### src/rtl/fsmc_mem_bridge.sv
// FSMC strobe-to-buffer bridge: synchronises MCU strobes and issues single-CLK buffer accesses.
// Optional macro FSMC_STAT_EN adds saturating WR_COUNT / RD_COUNT outputs.
`timescale 1ns/1ps
`ifndef FSMC_WIDTH
`define FSMC_WIDTH 16
`endif
`ifndef LENTH_BUFER
`define LENTH_BUFER 4096
`endif

module fsmc_mem_bridge #(
    parameter int unsigned DATA_W  = `FSMC_WIDTH,
    parameter int unsigned ADDR_W  = 12,
    parameter int unsigned BUF_LEN = `LENTH_BUFER
) (
    input  logic              CLK,
    input  logic              RESET,
    input  logic              FSMC_NE,
    input  logic              FSMC_NOE,
    input  logic              FSMC_NWE,
    input  logic [ADDR_W-1:0] FSMC_A,
    input  logic [DATA_W-1:0] FSMC_D_IN,
    output logic [DATA_W-1:0] FSMC_D_OUT,
    output logic              FSMC_D_OE,
    output logic              MEM_READ_WRITE,
    output logic [15:0]       MEM_COLUMN_ADDR,
    output logic [15:0]       MEM_ROW_ADDR,
    output logic [DATA_W-1:0] MEM_IN_DATA,
    input  logic [DATA_W-1:0] MEM_OUT_DATA,
    output logic              BUSY,
    output logic              ERR
`ifdef FSMC_STAT_EN
    ,
    output logic [15:0]       WR_COUNT,
    output logic [15:0]       RD_COUNT
`endif
);

    typedef enum logic [2:0] {IDLE, RD_ADDR, RD_DATA, WR_WAIT, WR_COMMIT, HOLD} state_t;

    state_t              state_q, state_d;
    logic                ne_p1, noe_p1, nwe_p1, ne_s, noe_s, nwe_s;
    logic [ADDR_W-1:0]   a_p1, a_s;
    logic [DATA_W-1:0]   d_p1, d_s;
    logic                rw_q, rw_d, oe_q, oe_d, err_q, err_d, busy_q;
    logic                rd_first_q, rd_first_d;
    logic [15:0]         col_q, col_d, row_q;
    logic [DATA_W-1:0]   in_q, in_d, dout_q, dout_d;
    logic                rd_hold;

    assign rd_hold = !ne_s && !noe_s;

    // Two-stage synchronisers; address and data share the strobe latency.
    always_ff @(posedge CLK or posedge RESET) begin
        if (RESET) begin
            ne_p1  <= 1'b1;  ne_s  <= 1'b1;
            noe_p1 <= 1'b1;  noe_s <= 1'b1;
            nwe_p1 <= 1'b1;  nwe_s <= 1'b1;
            a_p1   <= '0;    a_s   <= '0;
            d_p1   <= '0;    d_s   <= '0;
        end else begin
            ne_p1  <= FSMC_NE;   ne_s  <= ne_p1;
            noe_p1 <= FSMC_NOE;  noe_s <= noe_p1;
            nwe_p1 <= FSMC_NWE;  nwe_s <= nwe_p1;
            a_p1   <= FSMC_A;    a_s   <= a_p1;
            d_p1   <= FSMC_D_IN; d_s   <= d_p1;
        end
    end

    always_ff @(posedge CLK or posedge RESET) begin
        if (RESET) state_q <= IDLE;
        else       state_q <= state_d;
    end

    always_comb begin
        state_d = state_q;
        case (state_q)
            IDLE: begin
                if (!ne_s) begin
                    if (!noe_s && nwe_s)       state_d = RD_ADDR;
                    else if (noe_s && !nwe_s)  state_d = WR_WAIT;
                    else if (!noe_s && !nwe_s) state_d = HOLD;
                end
            end
            RD_ADDR:   state_d = RD_DATA;
            RD_DATA:   if (!rd_hold) state_d = IDLE;
            WR_WAIT:   if (nwe_s || ne_s) state_d = WR_COMMIT;
            WR_COMMIT: state_d = IDLE;
            HOLD:      if (ne_s && noe_s && nwe_s) state_d = IDLE;
            default:   state_d = IDLE;
        endcase
    end

    // Next values of the registered outputs; the write strobe is decided on entry to WR_COMMIT.
    always_comb begin
        col_d      = col_q;
        in_d       = in_q;
        dout_d     = dout_q;
        oe_d       = oe_q;
        err_d      = 1'b0;
        rw_d       = 1'b1;
        rd_first_d = 1'b0;
        case (state_q)
            IDLE: begin
                if (state_d == RD_ADDR) col_d = 16'(a_s);
                if (state_d == HOLD)    err_d = 1'b1;
            end
            RD_ADDR: rd_first_d = 1'b1;
            RD_DATA: begin
                if (!rd_hold) begin
                    oe_d = 1'b0;
                end else if (rd_first_q) begin
                    oe_d   = 1'b1;
                    dout_d = (32'(col_q) < BUF_LEN) ? MEM_OUT_DATA : '0;
                end
            end
            WR_WAIT: begin
                if (!nwe_s) begin
                    in_d  = d_s;
                    col_d = 16'(a_s);
                end
                if (state_d == WR_COMMIT) rw_d = (32'(col_d) < BUF_LEN) ? 1'b0 : 1'b1;
            end
            default: ;
        endcase
    end

    always_ff @(posedge CLK or posedge RESET) begin
        if (RESET) begin
            rw_q       <= 1'b1;
            col_q      <= '0;
            row_q      <= '0;
            in_q       <= '0;
            dout_q     <= '0;
            oe_q       <= 1'b0;
            busy_q     <= 1'b0;
            err_q      <= 1'b0;
            rd_first_q <= 1'b0;
        end else begin
            rw_q       <= rw_d;
            col_q      <= col_d;
            row_q      <= '0;
            in_q       <= in_d;
            dout_q     <= dout_d;
            oe_q       <= oe_d;
            busy_q     <= (state_d != IDLE);
            err_q      <= err_d;
            rd_first_q <= rd_first_d;
        end
    end

    assign MEM_READ_WRITE  = rw_q;
    assign MEM_COLUMN_ADDR = col_q;
    assign MEM_ROW_ADDR    = row_q;
    assign MEM_IN_DATA     = in_q;
    assign FSMC_D_OUT      = dout_q;
    assign FSMC_D_OE       = oe_q;
    assign BUSY            = busy_q;
    assign ERR             = err_q;

`ifdef FSMC_STAT_EN
    logic        wr_inc_c, rd_inc_c;
    logic [15:0] wr_cnt_q, rd_cnt_q;

    assign wr_inc_c = (state_q == WR_WAIT) && (state_d == WR_COMMIT) && !rw_d;
    assign rd_inc_c = (state_q == RD_ADDR);

    // Saturating access counters.
    always_ff @(posedge CLK or posedge RESET) begin
        if (RESET) begin
            wr_cnt_q <= '0;
            rd_cnt_q <= '0;
        end else begin
            if (wr_inc_c && wr_cnt_q != 16'hFFFF) wr_cnt_q <= wr_cnt_q + 16'd1;
            if (rd_inc_c && rd_cnt_q != 16'hFFFF) rd_cnt_q <= rd_cnt_q + 16'd1;
        end
    end

    assign WR_COUNT = wr_cnt_q;
    assign RD_COUNT = rd_cnt_q;
`endif

endmodule

### config.mk
export PLATFORM = sky130hd
export DESIGN_NAME = fsmc_mem_bridge
export DESIGN_NICKNAME = d
export VERILOG_FILES = /design/src/rtl/fsmc_mem_bridge.sv
export SDC_FILE = /design/constraint.sdc
export NUM_CORES = 1
export LEC_CHECK = 0
export CAP_MARGIN = 10
export CELL_PAD_IN_SITES_DETAIL_PLACEMENT = 1
export CELL_PAD_IN_SITES_GLOBAL_PLACEMENT = 2
export CORE_MARGIN = 2
export CORE_UTILIZATION = 33
export CTS_BUF_LIST = sky130_fd_sc_hd__clkbuf_4 sky130_fd_sc_hd__clkbuf_8
export DETAILED_ROUTE_END_ITERATION = 6
export PLACE_DENSITY_LB_ADDON = 0.1
export RECOVER_POWER = 25
export SLEW_MARGIN = 25
export SYNTH_ARGS = -nofsm -noshare
export SYNTH_HDL_FRONTEND = slang
export SYNTH_SLANG_ARGS = --single-unit
### constraint.sdc
create_clock -name CLK -period 4.2 [get_ports CLK]
set_clock_uncertainty 0.1 [all_clocks]
set_input_delay 0.42 -clock CLK [delete_from_list [all_inputs] [get_ports CLK]]
set_output_delay 0.42 -clock CLK [all_outputs]
set_load 0.02 [all_outputs]
### Word level (Yosys, flattened, before mapping)

Index checks and enable logic that the tools add are counted.
W data, S select, Z words.

| storage, ports and cells | value |
|---|---|
| register bits after elaboration | 118 |
| word-level logic and storage cells | 69 |
| output and inout port bits | 68 |

| cells by class | value |
|---|---|
| muxes and demuxes | 21 |
| reductions and logical operators | 17 |
| order comparisons | 2 |
| bitwise operators | 1 |
| equal/unequal tests | 9 |

Operators with widths:

| cell | number |
|---|---|
| $mux W16 | 4 |
| $lt A16 B13 Y1 const B | 2 |
| $pmux W16 S2 | 1 |
| $mux W3 | 7 |
| $pmux W3 S5 | 1 |
| $eq A3 B3 Y1 const B | 3 |
| $mux W1 | 8 |
| $eq A3 B1 Y1 const B | 2 |
| $eq A3 B2 Y1 const B | 2 |
| $logic_and A1 B1 Y1 | 6 |
| $reduce_and A2 Y1 | 3 |
| $ne A2 B2 Y1 const B | 2 |
| $logic_not A1 Y1 | 3 |
| $logic_not A3 Y1 | 1 |
| $reduce_and A3 Y1 | 1 |
| $reduce_bool A3 Y1 | 1 |
| $reduce_bool A2 Y1 | 1 |
| $logic_or A1 B1 Y1 | 1 |
| $not A1 Y1 | 1 |

### Logic depth before layout (Yosys ltp)

Gate-level depths: netlist (run 1).

| depth | value |
|---|---|
| depth after elaboration | 10 |
| mapped depth | 6 |

### Least setup slack after synthesis (run 1)

Ideal clock, no wire load.

| path | value |
|---|---|
| path type | reg2reg |
| start | register state_q[1] |
| end | register col_q[0], in the netlist MEM_COLUMN_ADDR[0] |
| cell stages (with the launch flop) | 6 |
| clock period less this slack | 2.051 ns |
| buffers on the path | 1 |
| setup slack | 2.149 ns |
| arrival time | 1.826 ns |
| data required time | 3.975 ns |
| setup time | 0.125 ns |
| cells stage by stage | dfrtp_1 or4_4 mux2_4 nor2_8 buf_12 mux2_4 |

| on the way | value |
|---|---|
| longest elaborated chain between the ends | 8 |

Ends and longest elaborated chain:

| what | RTL line | text |
|---|---|---|
| start: declaration | 41 | `state_t state_q, state_d;` |
| start signal: assignment | 72 | `else state_q <= state_d;` |
| $mux W3 | 82 | `else if (!noe_s && !nwe_s) state_d = HOLD;` |
| $mux W3 | 81 | `else if (noe_s && !nwe_s) state_d = WR_WAIT;` |
| $mux W3 | 80 | `if (!noe_s && nwe_s) state_d = RD_ADDR;` |
| $mux W3 | 79 | `if (!ne_s) begin` |
| $pmux W3 S5 | 77 | `case (state_q)` |
| $eq A3 B1 Y1 | 105 | `if (state_d == RD_ADDR) col_d = 16'(a_s);` |
| $ne A2 B2 Y1 (no source line) | -- |  |
| $reduce_and A2 Y1 (no source line) | -- |  |
| end signal: assignment | 141 | `col_q <= col_d;` |
| end: declaration | 47 | `logic [15:0] col_q, col_d, row_q;` |

Several ways; a longest one is shown, not always the timed one.
A chain may end at the register's enable or synchronous reset.

==> results.toml, run 1 <==
[layout]
n_antenna_cell = 0
finalNetCount = 419
area_growth_pct = 38.3
drive_above_1_share_pct = 19.5
utilization_pct = 47.3

[pwr]
power_density_nw_per_um2 = 665
p_total_uw = 3640
p_switching_uw = 1060
power.internal_uw = 2570
p_clk_share_pct = 28.5
pwr-share-seq_pct = 42.5
leakage_uw = 0.00247
swShare_pct = 29.2
vdd_drop_max_mv = 0.322
comb_power_share_pct = 29.0

[timing]
fin_tns_setup_ns = 0
tightest_slew_ns = 2.47
timing.fmax_mhz = 414
period_share_pct = 57.5
relSlewSlack_pct = -65.4
drv_slew = 57
period_minus_slack_ns = 2.42
finalSetupViolCount = 0
hold_viol = 0
rsz0062_at_grt = "no"

[cts]
post-cts-setup-buffers = 0
cts_buffers = 17
cts_tree = "done"
root_buffer = "clkbuf_8"
cts_max_path_buffers = 2
cts.sinks = 118
clk_pin_slew_ns = 0.06
cts_resized = 0
htree_levels = 4
cts_hold_repair.buffers = 0
clkLatencyLatePin_ns = 0.43

[die]
core_um2 = 11600
fp.dieW_um = 113
initial_core_util_pct = 34.2
die_h_um = 113
io_pins = 117
dieArea_um2 = 12900
row_count = 39

[grt]
grt_use_total_pct = 13.3
grt_max_degree = 63
overflow = 0
antenna_found_initial = 0
grt_pass1_vias = 2562
grt_pass1_wl_mm = 12.8

[routing]
drtIter0Drc = 60
viasPerCell = 4.39
ant_nets = 0
wirelength_mm = 7.71
vias = 2297
dr.pass1.iters = 3
routedWlPerCell_um = 14.7
drc = 0

[logic_synthesis]
yosysMostFrequentCell = "dfrtp_1"
seq_area_frac_synth_pct = 74.9
synth_cells = 260
netlist_top_cells_area = "dfrtp_1, mux2_2, dfstp_2, nand2_1, buf_4"
ys_ff_latch = 118
syn_avg_cell_area_um2 = 15.2
async_flop_share_pct = 100
synth_area_um2 = 3950
yosys_warnings = 0
synthTopCellsByCount = "dfrtp_1, nand2_1, mux2_2"
ys.flop_type = "dfrtp_1"
synth_cell_types = 32
synth_top_area_cell = "dfrtp_1"
yosys.area.top_type_share_pct = 70.3
synth_edf_count = 0

[placed_design]
routabilityCongestion = 0.694
portBuffers = 100
hpwl_mm = 5.06

[status]
violations = "capacitance limit, slew limit"
outcome = "finished with violations"

[run]
drv_cap = 1

[critical_path]
worstPathMaxFanout = 62
cp-start-kind = "primary input"
crit_arrival_ns = 2.86
path_cells = "dlygate4sd3_1 -> clkinvlp_2 -> buf_12"
required_ns = 4.64
timing.rr.start = "state_q[1]"
slowest_delay_ns = 1.41
end_kind = "asynchronous set/reset pin"
worst_path_max_delay_cell = "clkinvlp_2"
criticalPathCategory = "primary input to asynchronous set/reset pin"
crit_start = "RESET"

[hold_path]
hp-start = "d_p1[3]"
hp-class = "flip-flop to flip-flop"
## cell type report
class / count / area (um2)
clock inverters: 3 / 65.1
inverters: 2 / 8.76
flip-flops and latches: 118 / 2960
repair buffers: 103 / 1040
multi-input cells: 128 / 877
well taps: 143 / 179
fillers: 1204 / 6100
clock buffers: 26 / 339
## registers in the layout (all words and copies together) (netlist names), 3 cells and up
register         cells
FSMC_D_OUT          16
MEM_COLUMN_ADDR     16
MEM_IN_DATA         16
d_p1                16
d_s                 16
a_p1                12
a_s                 12
state_q              3
## per-stage QoR
stage                     std cells  hold slack [ns]  area [um2]  worst slack (ns)
after detailed placement        494            0.236        5060              1.92
after global placement          494            0.231        5060              1.98
after floorplan                 275            0.231        4010             0.562
final                           523            0.247        5470              1.78
after global routing            523            0.252        5470              1.43
after CTS                       523            0.251        5460              1.89
## kinds of logic after synthesis
family | count (synthesis) | synth area share, %
other | 1 | 0.0949
DFF | 118 | 74.9
muxes | 30 | 9.18
AOI/OAI and AO/OA | 24 | 3.55
and+or+nand+nor | 58 | 7.44
buffers and inverters | 29 | 4.81
## cell usage in the layout, fill, tap and decap left out, types with 3 or more instances in the layout
master	n
o21ai_0	17
nand2_1	36
clkbuf_4	3
clkdlybuf4s50_1	68
mux2_4	7
mux2_2	22
clkbuf_8	23
conb_1	16
or3_1	3
dfstp_2	7
nor2_1	3
dfrtp_1	111
nor2b_1	5
dlygate4sd3_1	32
## routing by layer
metal | wire [um] | GRT usage, % | vias up
met5 | 0 | 0 | -
met4 | 189 | 7.56 | 0
met3 | 381 | 4.41 | 17
met2 | 4100 | 22.6 | 70
met1 | 3040 | 14.8 | 1158
li1 | - | - | 1052
## power groups by stage
stage               Sequential (uW)  Clock [uW]  Combinational [uW]
floorplan                      1760           0                 342
global placement               1560           0                1060
detailed placement             1570           0                1080
CTS                            1550        1080                1080
global route                   1580        1130                1130
finish                         1540        1040                1060
## critical path: cells and delay by family
| family | cells | cell delay (ns) |
|---|---|---|
| buffers and inverters | 3 | 2.37 |
## final timing paths
kind	depth (start not counted)	slack, ns	end
worst max-delay path	3	1.78	MEM_READ_WRITE
min in group asynchronous	2	1.03	d_p1[7]
worst min register to register	0	0.25	d_s[3]
worst max register to register	4	1.96	MEM_COLUMN_ADDR[6]
max in group CLK	4	1.96	MEM_COLUMN_ADDR[6]
worst min-delay path	0	0.25	d_s[3]
(Power assumes the default switching activity.)
==> inputs of run 2 (changes only) <==
==> constraint.sdc (replaced) <==
create_clock -name CLK -period 2.3 [get_ports CLK]
set_clock_uncertainty 0.1 [all_clocks]
set_input_delay 0.23 -clock CLK [delete_from_list [all_inputs] [get_ports CLK]]
set_output_delay 0.23 -clock CLK [all_outputs]
set_load 0.02 [all_outputs]
==> run 2 against run 1 <==
  * Sequential power grew 81%
  * The flow now finishes without violations
  * Total power rose by 82%
  * Cell count grew 1.3%
  * Wire length is 4.4% lower
  * Via count rose by 0.91%
  * Die area unchanged
  * Non-clock buffer count up 4
  * Hold slack hardly changed
  * Sequential cell count is the same
  * Register-to-register slack got worse by 1.7 ns
==> results.toml, run 2 (synthesized netlist as in run 1, its figures left out) <==
[die]
dieArea_um2 = 12900
row_count = 39
fp.dieW_um = 113
io_pins = 117
die_h_um = 113
initial_core_util_pct = 34.2
core_um2 = 11600

[timing]
tightest_slew_ns = 1.12
fin_tns_setup_ns = 0
hold_viol = 0
finalSetupViolCount = 0
timing.fmax_mhz = 481
period_minus_slack_ns = 2.08
relSlewSlack_pct = 25.6
period_share_pct = 90.4
rsz0062_at_grt = "no"
drv_slew = 0

[critical_path]
criticalPathCategory = "flip-flop to flip-flop"
required_ns = 2.50
reg2reg_slack_ns = 0.22
worstPathMaxFanout = 16
cp-start-kind = "flip-flop"
timing.rr.start = "state_q[1]"
crit_arrival_ns = 2.28
end_kind = "flip-flop"
r2r-end = "MEM_COLUMN_ADDR[10]"
r2r_cells = 4

[routing]
drtIter0Drc = 42
ant_nets = 0
viasPerCell = 4.37
dr.pass1.iters = 4
routedWlPerCell_um = 13.9
vias = 2318
drc = 0
wirelength_mm = 7.37

[cts]
post-cts-setup-buffers = 0
cts.sinks = 118
cts_buffers = 17
cts_resized = 0
cts_hold_repair.buffers = 0
cts_tree = "done"
root_buffer = "clkbuf_8"
clk_pin_slew_ns = 0.07
cts_max_path_buffers = 2
clkLatencyLatePin_ns = 0.42
htree_levels = 4

[status]
outcome = "complete, no violations"

[layout]
final_common_cell = "dfrtp_1"
area_growth_pct = 38.9
nFillCells = 1187
multi_input_area_um2 = 872
drive_above_1_share_pct = 20.4
finalNetCount = 423
finalInstanceArea_um2 = 5490
seq_area_um2 = 2960
n_antenna_cell = 0
final_cell_mix = "dfrtp_1, clkdlybuf4s50_1, nand2_1"

[hold_path]
hold_end = "d_s[3]"
hp-start = "d_p1[3]"
holdPathStages = 0
hp-class = "flip-flop to flip-flop"

[grt]
grt_pass1_vias = 2534
overflow = 0
antenna_found_initial = 0
grt_use_total_pct = 12.8
grt_pass1_wl_mm = 12.5
grt_max_degree = 98

[placed_design]
portBuffers = 100
postPlaceCellArea_um2 = 5090
hpwl_mm = 4.92
routabilityCongestion = 0.738

[run]
drv_cap = 0

[pwr]
vdd_drop_max_mv = 0.553
leakage_uw = 0.00249
power_density_nw_per_um2 = 1210
==> run 2: cell count changes in the layout (fill, tap and decap cells not counted), sizes merged <==
cell / delta
clkinv: +4
clkinvlp: +1
buf: +3
clkbuf: -1
==> run 2: report_power, final <==
part	switching (uW)	internal (uW)
Sequential	246	2530
Combinational	936	1040
Clock	767	1110
Total	1950	4670
==> run 2: final cells by class <==
| type | instances | area share (%) |
|---|---|---|
| well taps | 143 | 3.26 |
| clock buffers | 24 | 5.67 |
| repair buffers | 107 | 19.3 |
| flip-flops and latches | 118 | 53.9 |
| inverters | 2 | 0.159 |
| multi-input cells | 128 | 15.9 |
| clock inverters | 8 | 1.75 |
==> run 2: how the worst max path moves through the flow <==
stage	from	endpoint
floorplan	state_q[1]	MEM_COLUMN_ADDR[0]
global placement	state_q[1]	MEM_COLUMN_ADDR[6]
detailed placement	state_q[1]	MEM_COLUMN_ADDR[9]
CTS	state_q[1]	MEM_COLUMN_ADDR[10]
global route	state_q[1]	MEM_COLUMN_ADDR[8]
finish	state_q[1]	MEM_COLUMN_ADDR[10]
==> run 2: critical path, cell delays in order, from the launching register on <==
cell and delay [ns]:
dfrtp_1 0.38, or4_4 0.53, mux2_4 0.30, nor2_8 0.27, mux2_2 0.38
==> run 2: metrics by stage <==
stage / cells / setup slack, ns / hold WS (ns) / total power (uW) / utilization (%)
CTS: 530 / 0.201 / 0.0857 / 6770 / 47.5
floorplan: 275 / 0.249 / 0.134 / 3840 / -
global route: 530 / 0.158 / 0.226 / 7020 / 47.5
detailed placement: 498 / 0.205 / 0.236 / 4840 / 44.0
finish: 530 / 0.221 / 0.246 / 6620 / 47.5
global placement: 498 / 0.232 / 0.231 / 4800 / 44.0
==> run 2: per-layer routing <==
layer / global-route usage, % / vias up / routed length (um) / share of wire (%)
met5: 0 / - / 0 / 0
met4: 6.83 / 0 / 117 / 1.6
li1: - / 1056 / - / -
met1: 14.9 / 1184 / 2990 / 41
met3: 4.78 / 9 / 389 / 5.3
met2: 20.8 / 69 / 3870 / 53
